## config.mk

```make
export PLATFORM = sky130hd
export DESIGN_NAME = bin2bcd_seq
export DESIGN_NICKNAME = d
export VERILOG_FILES = /design/src/rtl/bin2bcd_pkg.sv /design/src/rtl/bin2bcd_seq_dabble_digit.sv /design/src/rtl/bin2bcd_seq.sv
export SDC_FILE = /design/constraint.sdc
export NUM_CORES = 1
export LEC_CHECK = 0
export ABC_AREA = 1
export ABC_CLOCK_PERIOD_IN_PS = 1550
export CORE_UTILIZATION = 48
export DETAILED_ROUTE_END_ITERATION = 10
export GPL_TIMING_DRIVEN = 0
export PLACE_DENSITY = 0.75
export SYNTH_ARGS = -nofsm -noshare
export SYNTH_HDL_FRONTEND = slang
export SYNTH_SLANG_ARGS = --single-unit
```

## constraint.sdc

```tcl
create_clock -name clk -period 1.55 [get_ports clk]
set_input_delay 0.155 -clock clk [delete_from_list [all_inputs] [get_ports clk]]
set_output_delay 0.155 -clock clk [all_outputs]
set_load 0.02 [all_outputs]
```

## src/rtl/bin2bcd_pkg.sv

```systemverilog
// Shared constants and types for the sequential binary-to-BCD converter.
// Digits use [0:3] ordering so bit 0 is the most significant bit of the nibble.
package bin2bcd_pkg;

    localparam int DIGITS = 8;
    localparam int BIN_W  = 27;

    typedef logic [0:3] digit_t;

    localparam logic [BIN_W-1:0] MAX_VAL    = 27'd99_999_999;
    localparam digit_t           BLANK_CODE = 4'hF;

    typedef enum logic {
        ST_IDLE  = 1'b0,
        ST_SHIFT = 1'b1
    } state_t;

endpackage

```

## src/rtl/bin2bcd_seq_dabble_digit.sv

```systemverilog
// One double-dabble correction cell: a nibble of 5 or more gets +3 so that the
// following left shift carries correctly into the next decimal digit.
module dabble_digit
    import bin2bcd_pkg::*;
(
    input  digit_t d_i,
    output digit_t d_o
);

    assign d_o = (d_i >= 4'd5) ? digit_t'(d_i + 4'd3) : d_i;

endmodule

```

## src/rtl/bin2bcd_seq.sv

```systemverilog
// Iterative double-dabble converter: one shift per cycle, results committed atomically.
// Optional leading-zero blanking when BIN2BCD_BLANK_EN is defined.
module bin2bcd_seq
    import bin2bcd_pkg::*;
#(
    parameter int CYCLES = BIN_W
) (
    input  logic             clk,
    input  logic             rst,
    input  logic             start,
    input  logic [BIN_W-1:0] bin,
    input  logic [0:7]       point_in,
    output logic             busy,
    output logic             done,
    output logic             ovf,
    output digit_t           bcd8,
    output digit_t           bcd7,
    output digit_t           bcd6,
    output digit_t           bcd5,
    output digit_t           bcd4,
    output digit_t           bcd3,
    output digit_t           bcd2,
    output digit_t           bcd1,
    output logic [0:7]       point
);

    localparam int                SCR_W    = 4 * DIGITS;
    localparam int                CNT_W    = $clog2(CYCLES);
    localparam logic [CNT_W-1:0]  LAST_CNT = CNT_W'(CYCLES - 1);

`ifdef BIN2BCD_BLANK_EN
    localparam logic [SCR_W-1:0]  RST_RES  = {{(DIGITS-1){BLANK_CODE}}, 4'h0};
`else
    localparam logic [SCR_W-1:0]  RST_RES  = '0;
`endif

    state_t               state_q, state_d;
    logic [BIN_W-1:0]     bin_q;
    logic [SCR_W-1:0]     scr_q;
    logic [CNT_W-1:0]     cnt_q;
    logic [0:7]           pnt_lat_q;
    logic                 ovf_lat_q;
    logic [SCR_W-1:0]     res_q;
    logic [0:7]           point_q;
    logic                 ovf_q;
    logic                 done_q;

    logic                 accept;
    logic                 last;
    logic [BIN_W-1:0]     clamped;
    logic [SCR_W-1:0]     adj;
    logic [SCR_W+BIN_W-1:0] shift_all;
    logic [SCR_W-1:0]     final_scr;
    logic [SCR_W-1:0]     committed;

    assign accept  = (state_q == ST_IDLE) && start;
    assign last    = (state_q == ST_SHIFT) && (cnt_q == LAST_CNT);
    assign clamped = (bin > MAX_VAL) ? MAX_VAL : bin;

    for (genvar g = 0; g < DIGITS; g++) begin : g_dabble
        dabble_digit u_dabble (
            .d_i (scr_q[4*g +: 4]),
            .d_o (adj[4*g +: 4])
        );
    end

    // The scratch MSB shifts out here; the clamp keeps it zero.
    assign shift_all = {adj, bin_q} << 1;
    assign final_scr = shift_all[SCR_W+BIN_W-1 -: SCR_W];

`ifdef BIN2BCD_BLANK_EN
    always_comb begin
        logic lead;
        committed = final_scr;
        lead      = 1'b1;
        for (int i = DIGITS - 1; i > 0; i--) begin
            lead = lead && (final_scr[4*i +: 4] == 4'd0);
            if (lead) begin
                committed[4*i +: 4] = BLANK_CODE;
            end
        end
    end
`else
    assign committed = final_scr;
`endif

    always_ff @(posedge clk) begin
        if (rst) begin
            state_q <= ST_IDLE;
        end else begin
            state_q <= state_d;
        end
    end

    always_comb begin
        state_d = state_q;
        case (state_q)
            ST_IDLE:  if (start) state_d = ST_SHIFT;
            ST_SHIFT: if (cnt_q == LAST_CNT) state_d = ST_IDLE;
        endcase
    end

    always_comb begin
        busy  = (state_q == ST_SHIFT);
        done  = done_q;
        ovf   = ovf_q;
        point = point_q;
        bcd8  = res_q[31:28];
        bcd7  = res_q[27:24];
        bcd6  = res_q[23:20];
        bcd5  = res_q[19:16];
        bcd4  = res_q[15:12];
        bcd3  = res_q[11:8];
        bcd2  = res_q[7:4];
        bcd1  = res_q[3:0];
    end

    always_ff @(posedge clk) begin
        if (rst) begin
            bin_q     <= '0;
            scr_q     <= '0;
            cnt_q     <= '0;
            pnt_lat_q <= '1;
            ovf_lat_q <= 1'b0;
            res_q     <= RST_RES;
            point_q   <= '1;
            ovf_q     <= 1'b0;
            done_q    <= 1'b0;
        end else begin
            done_q <= last;
            if (accept) begin
                bin_q     <= clamped;
                scr_q     <= '0;
                cnt_q     <= '0;
                pnt_lat_q <= point_in;
                ovf_lat_q <= (bin > MAX_VAL);
            end else if (state_q == ST_SHIFT) begin
                {scr_q, bin_q} <= shift_all;
                cnt_q          <= cnt_q + 1'b1;
                if (last) begin
                    res_q   <= committed;
                    point_q <= pnt_lat_q;
                    ovf_q   <= ovf_lat_q;
                end
            end
        end
    end

endmodule

```

# Word level (Yosys, flattened, before mapping)
# Index checks and enable logic that the tools add are counted.
dict set report classes {
  mul 0
  shifts 0
  bitwise 2
  n_div 0
  n_addsub 9
  reduce_logical 5
  magnitude_cmp 9
  n_mux 14
  eq_ne 1
}
# operator n
set op_table {}
lappend op_table {{$mux W27} 3}
lappend op_table {{$ge A4 B3 Y1 const B} 8}
lappend op_table {{$add A4 B2 Y4 const B} 7}
lappend op_table {{$mux W4} 7}
lappend op_table {{$gt A27 B27 Y1 const B} 1}
lappend op_table {{$add A5 B1 Y5 const B} 1}
lappend op_table {{$eq A5 B5 Y1 const B} 1}
lappend op_table {{$add A3 B2 Y3 const B} 1}
lappend op_table {{$mux W3} 1}
lappend op_table {{$reduce_and A3 Y1} 1}
lappend op_table {{$logic_and A1 B1 Y1} 2}
lappend op_table {{$mux W1} 2}
lappend op_table {{$not A1 Y1} 2}
lappend op_table {{$pmux W1 S2} 1}
lappend op_table {{$reduce_bool A2 Y1} 1}
lappend op_table {{$reduce_or A2 Y1} 1}
dict set report word_totals {
  ff_bits 116
  rom_bits 0
  output_inout_bits 43
  memories 0
  latch_bits 0
  word_cells 50
  ram_bits 0
}

# Logic depth before layout (Yosys ltp)
dict set report depth {
  depth_word 4
  mapped_depth 10
}

# Hierarchy
# Synthesis repeated with hierarchy kept, for this count alone.
dict set report hier_totals {
  hier_cells 715
  hier_area_um2 5459.0
}
# module area_each_um2 n_inst cells_each seq_area_each_um2
set modules_own_cells {}
lappend modules_own_cells {bin2bcd_seq 4377.9 1 531 2322.2}
lappend modules_own_cells {dabble_digit 135.1 8 23 0.0}

# Worst setup path after synthesis
# No wires, ideal clock.
dict set report synth_path {
  path_type {reg-to-reg}
  startpoint {register state_q, in the netlist busy}
  endpoint {register res_q[13]}
  n_path_buf 2
  slack_ns 0.044
  stages_incl_launch_ff 7
  required_time_ns 1.433
  setup_ns 0.117
  arrival_ns 1.389
  cell_sequence {dfxtp_1 > buf_4 > nand4_2 > nand2_4 > inv_2 > buf_2 > a22o_1}
}
dict set report synth_via {
  elab_chain_cells 4
}
# element line
set synth_lines {}
lappend synth_lines {{start: declaration} bin2bcd_seq.sv:37} ;# state_t state_q, state_d;
lappend synth_lines {{start signal: assignment} bin2bcd_seq.sv:91} ;# state_q <= state_d;
lappend synth_lines {{$not A1 Y1} bin2bcd_seq.sv:56} ;# assign accept = (state_q == ST_IDLE) && start;
lappend synth_lines {{$logic_and A1 B1 Y1} bin2bcd_seq.sv:56}
lappend synth_lines {{$not A1 Y1 (no source line)} -}
lappend synth_lines {{$reduce_and A3 Y1 (no source line) (*)} -}
lappend synth_lines {{end signal: assignment} bin2bcd_seq.sv:141} ;# res_q <= committed;
lappend synth_lines {{end: declaration} bin2bcd_seq.sv:43} ;# logic [SCR_W-1:0] res_q;
# Every way passes the cells marked *; elsewhere a longest branch is shown, timed or not.
# A chain may end at the register's enable or synchronous reset.

# Worst setup path in the final report
dict set report layout_path {
  startpoint {register cnt_q[1]}
  endpoint {register res_q[30]}
}
dict set report layout_via {
  elab_chain_cells 3
}
# element line
set layout_lines {}
lappend layout_lines {{start: declaration} bin2bcd_seq.sv:40} ;# logic [CNT_W-1:0] cnt_q;
lappend layout_lines {{start signal: assignment} bin2bcd_seq.sv:139} ;# cnt_q <= cnt_q + 1'b1;
lappend layout_lines {{$eq A5 B5 Y1} bin2bcd_seq.sv:57} ;# assign last = (state_q == ST_SHIFT) && (cnt_q == LAST_CNT);
lappend layout_lines {{$logic_and A1 B1 Y1} bin2bcd_seq.sv:57}
lappend layout_lines {{$reduce_and A3 Y1 (no source line)} -}
# Every way passes these cells.

==> impl_metrics.py <==
metrics = {
    "floorplan": {
        "ios": 81,
        "fp.coreArea_um2": 10400,
        "die_width_um": 106,
        "die_height_um": 106,
        "rows": 37,
        "dieArea_um2": 11200,
        "start_util_pct": 49.7,
    },
    "critical_path": {
        "path_class": "flop to flop",
        "path_buf_inv": 2,
        "slowest_stage": "dfxtp_1",
        "path_max_fanout": 10,
        "critPathMaxStageDelay_ns": 0.38,
        "critPathCaptureType": "flop",
        "arrival_ns": 1.89,
        "required_ns": 1.96,
        "cp_cell_sequence": "ha_1, nand4_2, nand2_4, inv_2, buf_2, a22o_1",
        "critPathLaunchType": "flop",
        "path_delay_family": "flip-flops",
    },
    "route": {
        "drc": 0,
        "wl_mm": 14.0,
        "wire_per_inst_um": 14.9,
        "drt_iter0_markers": 225,
        "postRouteAntennaNets": 0,
        "firstDrtPassIters": 5,
        "vias": 5036,
        "viasPerCell": 5.34,
    },
    "placed_design": {
        "placed_cells": 900,
        "dp_hpwl_mm": 9.48,
        "io_buffers": 80,
        "placed_area_um2": 6130,
        "gp_congestion": 0.828,
    },
    "logic_synthesis": {
        "ys_seq_area_share_pct": 45.0,
        "async_flop_share_pct": 0,
        "syn_area_per_cell_um2": 7.54,
        "synth.distinct_cells": 32,
        "yosys_warnings": 0,
        "ys_ff_latch": 116,
        "synth_area_um2": 5160,
        "synth-edff-count": 0,
        "synth_top_flop_cell": "dfxtp_1",
        "synthCells": 684,
        "syn_nets": 740,
    },
    "sta": {
        "final_hold_viol_count": 0,
        "fmax_mhz": 673,
        "period_needed_ns": 1.49,
        "final_max_slew_viol_count": 0,
        "tightest_slew_ns": 0.544,
        "rsz0062_at_grt": "yes",
        "setup_viol": 0,
        "fin_crit_sh_pct": 95.8,
        "relSlewSlack_pct": 63.7,
        "fin_skew_ns": 0.00742,
    },
    "cts": {
        "clkLatencyLatePin_ns": 0.52,
        "cts_buffers": 17,
        "clk_pin_slew_worst_paths_ns": 0.06,
        "cts_tree": "done",
        "clock_path_buffers": 2,
        "h-tree-depth": 4,
        "cts_sinks": 116,
        "clockRootBuffer": "clkbuf_8",
    },
    "final_layout": {
        "postLayoutCellArea_um2": 6970,
        "fin_nets": 850,
        "diodes": 0,
        "fill_cells": 891,
        "drive_above_1_share_pct": 15.4,
        "stdcell_count": 943,
        "area_growth_pct": 35.1,
    },
    "global_routing": {
        "antenna_found_initial": 0,
        "grt_max_degree": 17,
        "grt_first_pass_wirelength_mm": 22.0,
        "track_usage_pct": 25.2,
        "globalRoute.totalOverflow": 0,
        "grt_pass1_vias": 4809,
    },
    "min_path": {
        "hold_path_class": "input port to flop",
    },
    "pwr": {
        "ir_worst_vdd_v": 0.000652,
        "power_density_nw_per_um2": 1130,
        "power.leakage_nw": 3.32,
    },
    "run": {
        "max_cap_viol_count": 0,
    },
    "run_status": {
        "run_status": "finished clean",
    },
}
[tightest hold or removal path, cell delays in order]
cell and delay [ns]:
clkdlybuf4s50_1 0.39, nor2_1 0.10, a21oi_1 0.04
[report_power, final]
part	switching, mW	internal, mW
combinational	0.490	0.333
sequential	0.0812	3.10
clock	1.41	2.48
total	1.98	5.92
[metrics by stage]
stage | TNS (ns) | hold slack, ns | power (mW) | util, % | worst slack (ns)
2_1_floorplan | 0 | 0.273 | 3.68 | - | 0.0437
3_3_place_gp | -15.27 | 0.436 | 3.93 | 59.1 | -0.303
3_5_place_dp | -17.27 | 0.442 | 3.96 | 59.1 | -0.288
4_1_cts | 0 | 0.211 | 7.86 | 65.7 | 0.00261
5_1_grt | -0.0380 | 0.239 | 8.16 | 67.2 | -0.0207
6_report | 0 | 0.216 | 7.90 | 67.2 | 0.0647
[per-layer routing]
layer,GRT usage [%],vias to the layer above,routed length (um)
li1,-,2459,-
met1,28.1,2367,5640
met2,46.6,180,7250
met3,4.58,30,834
met4,10.3,0,312
met5,0,-,0
[worst paths after layout]
path / cells past startpoint / slack [ns] / endpoint / start
setup reg to reg: 6 / 0.06 / res_q[30] / cnt_q[1]
hold / removal: 3 / 0.22 / pnt_lat_q[6] / point_in[6]
setup / recovery: 6 / 0.06 / res_q[30] / cnt_q[1]
hold reg to reg: 2 / 0.45 / res_q[22] / res_q[22]
[registers in the layout, indices dropped and copies added, names as in the netlist]
signal     count
res_q         32
scr_q         32
bin_q         27
pnt_lat_q      8
point          8
cnt_q          5
busy           1
done           1
ovf            1
ovf_lat_q      1
[final cells by class]
type	count	area (um^2)	share of cell area, %
multi-input combinational	451	2530	36.4
sequential	116	2350	33.7
timing repair buffer	91	827	11.9
clock buffer	19	432	6.20
inverter	91	348	4.99
tap	136	170	2.44
clock inverter	13	158	2.26
buffer	26	148	2.12
[synthesized netlist by cell type (2+ instances only)]
library cell    n  area share [%]
o21ai_0        66             6.4
nor2_1         51             3.7
xor2_1          8             1.4
a21oi_1        60             5.8
ha_1           18             4.4
clkbuf_1        8            0.58
nand4_1         2            0.24
a22oi_1        19             2.8
a22o_1         15             2.5
or2_2           9             1.1
inv_1          84             6.1
dfxtp_1       116              45
nor3_1          4            0.39
nand3_1        11             1.1
buf_2          12             1.2
o211ai_1        9             1.3
o22ai_1         2            0.24
nor2_4          3            0.65
nand2_1       156              11
inv_2           6            0.44
buf_1           5            0.36
o21ai_1        10            0.97
[what timing repair did]
item	CTS	global route
hold buffers	0	0
endpoints found under the setup margin	133	64
cloned	0	1
hold endpoints to repair	0	0
resized for setup	80	47
buffers inserted	8	2
pin swaps	3	5
[logic make-up (layout without fill, tap and decap cells)]
logic type / Yosys count / after routing / synth area share [%]
AOI/OAI and AO/OA: 184 / 184 / 20.5
xor gates and xnor gates: 8 / 8 / 1.36
adders and majority gates: 18 / 18 / 4.37
buffers and inverters: 117 / 240 / 8.88
DFF: 116 / 116 / 45.0
and+or+nand+nor: 241 / 241 / 19.8
[cells in the final DEF, fill, tap and decap left out, drive strengths merged]
master         synthesis  final
o22ai                  2      2
ha                    18     18
nand4                  3      3
o211ai                 9      9
nor2                  56     56
clkinvlp               0      4
bufinv                 0      3
a221oi                 1      1
o21ai                 76     76
or2                    9      9
nand2                157    157
inv                   90     91
buf                   18     26
dlygate4sd2            0     43
a32oi                  1      1
a21oi                 60     60
a22oi                 19     19
a21boi                 1      1
xor2                   8      8
nor3                   4      4
dfxtp                116    116
clkdlybuf4s50          0     37
clkbuf                 8     30
clkinv                 1      6
nand3                 12     12
a22o                  15     15
No activity file was read; power rests on OpenSTA's default activity.
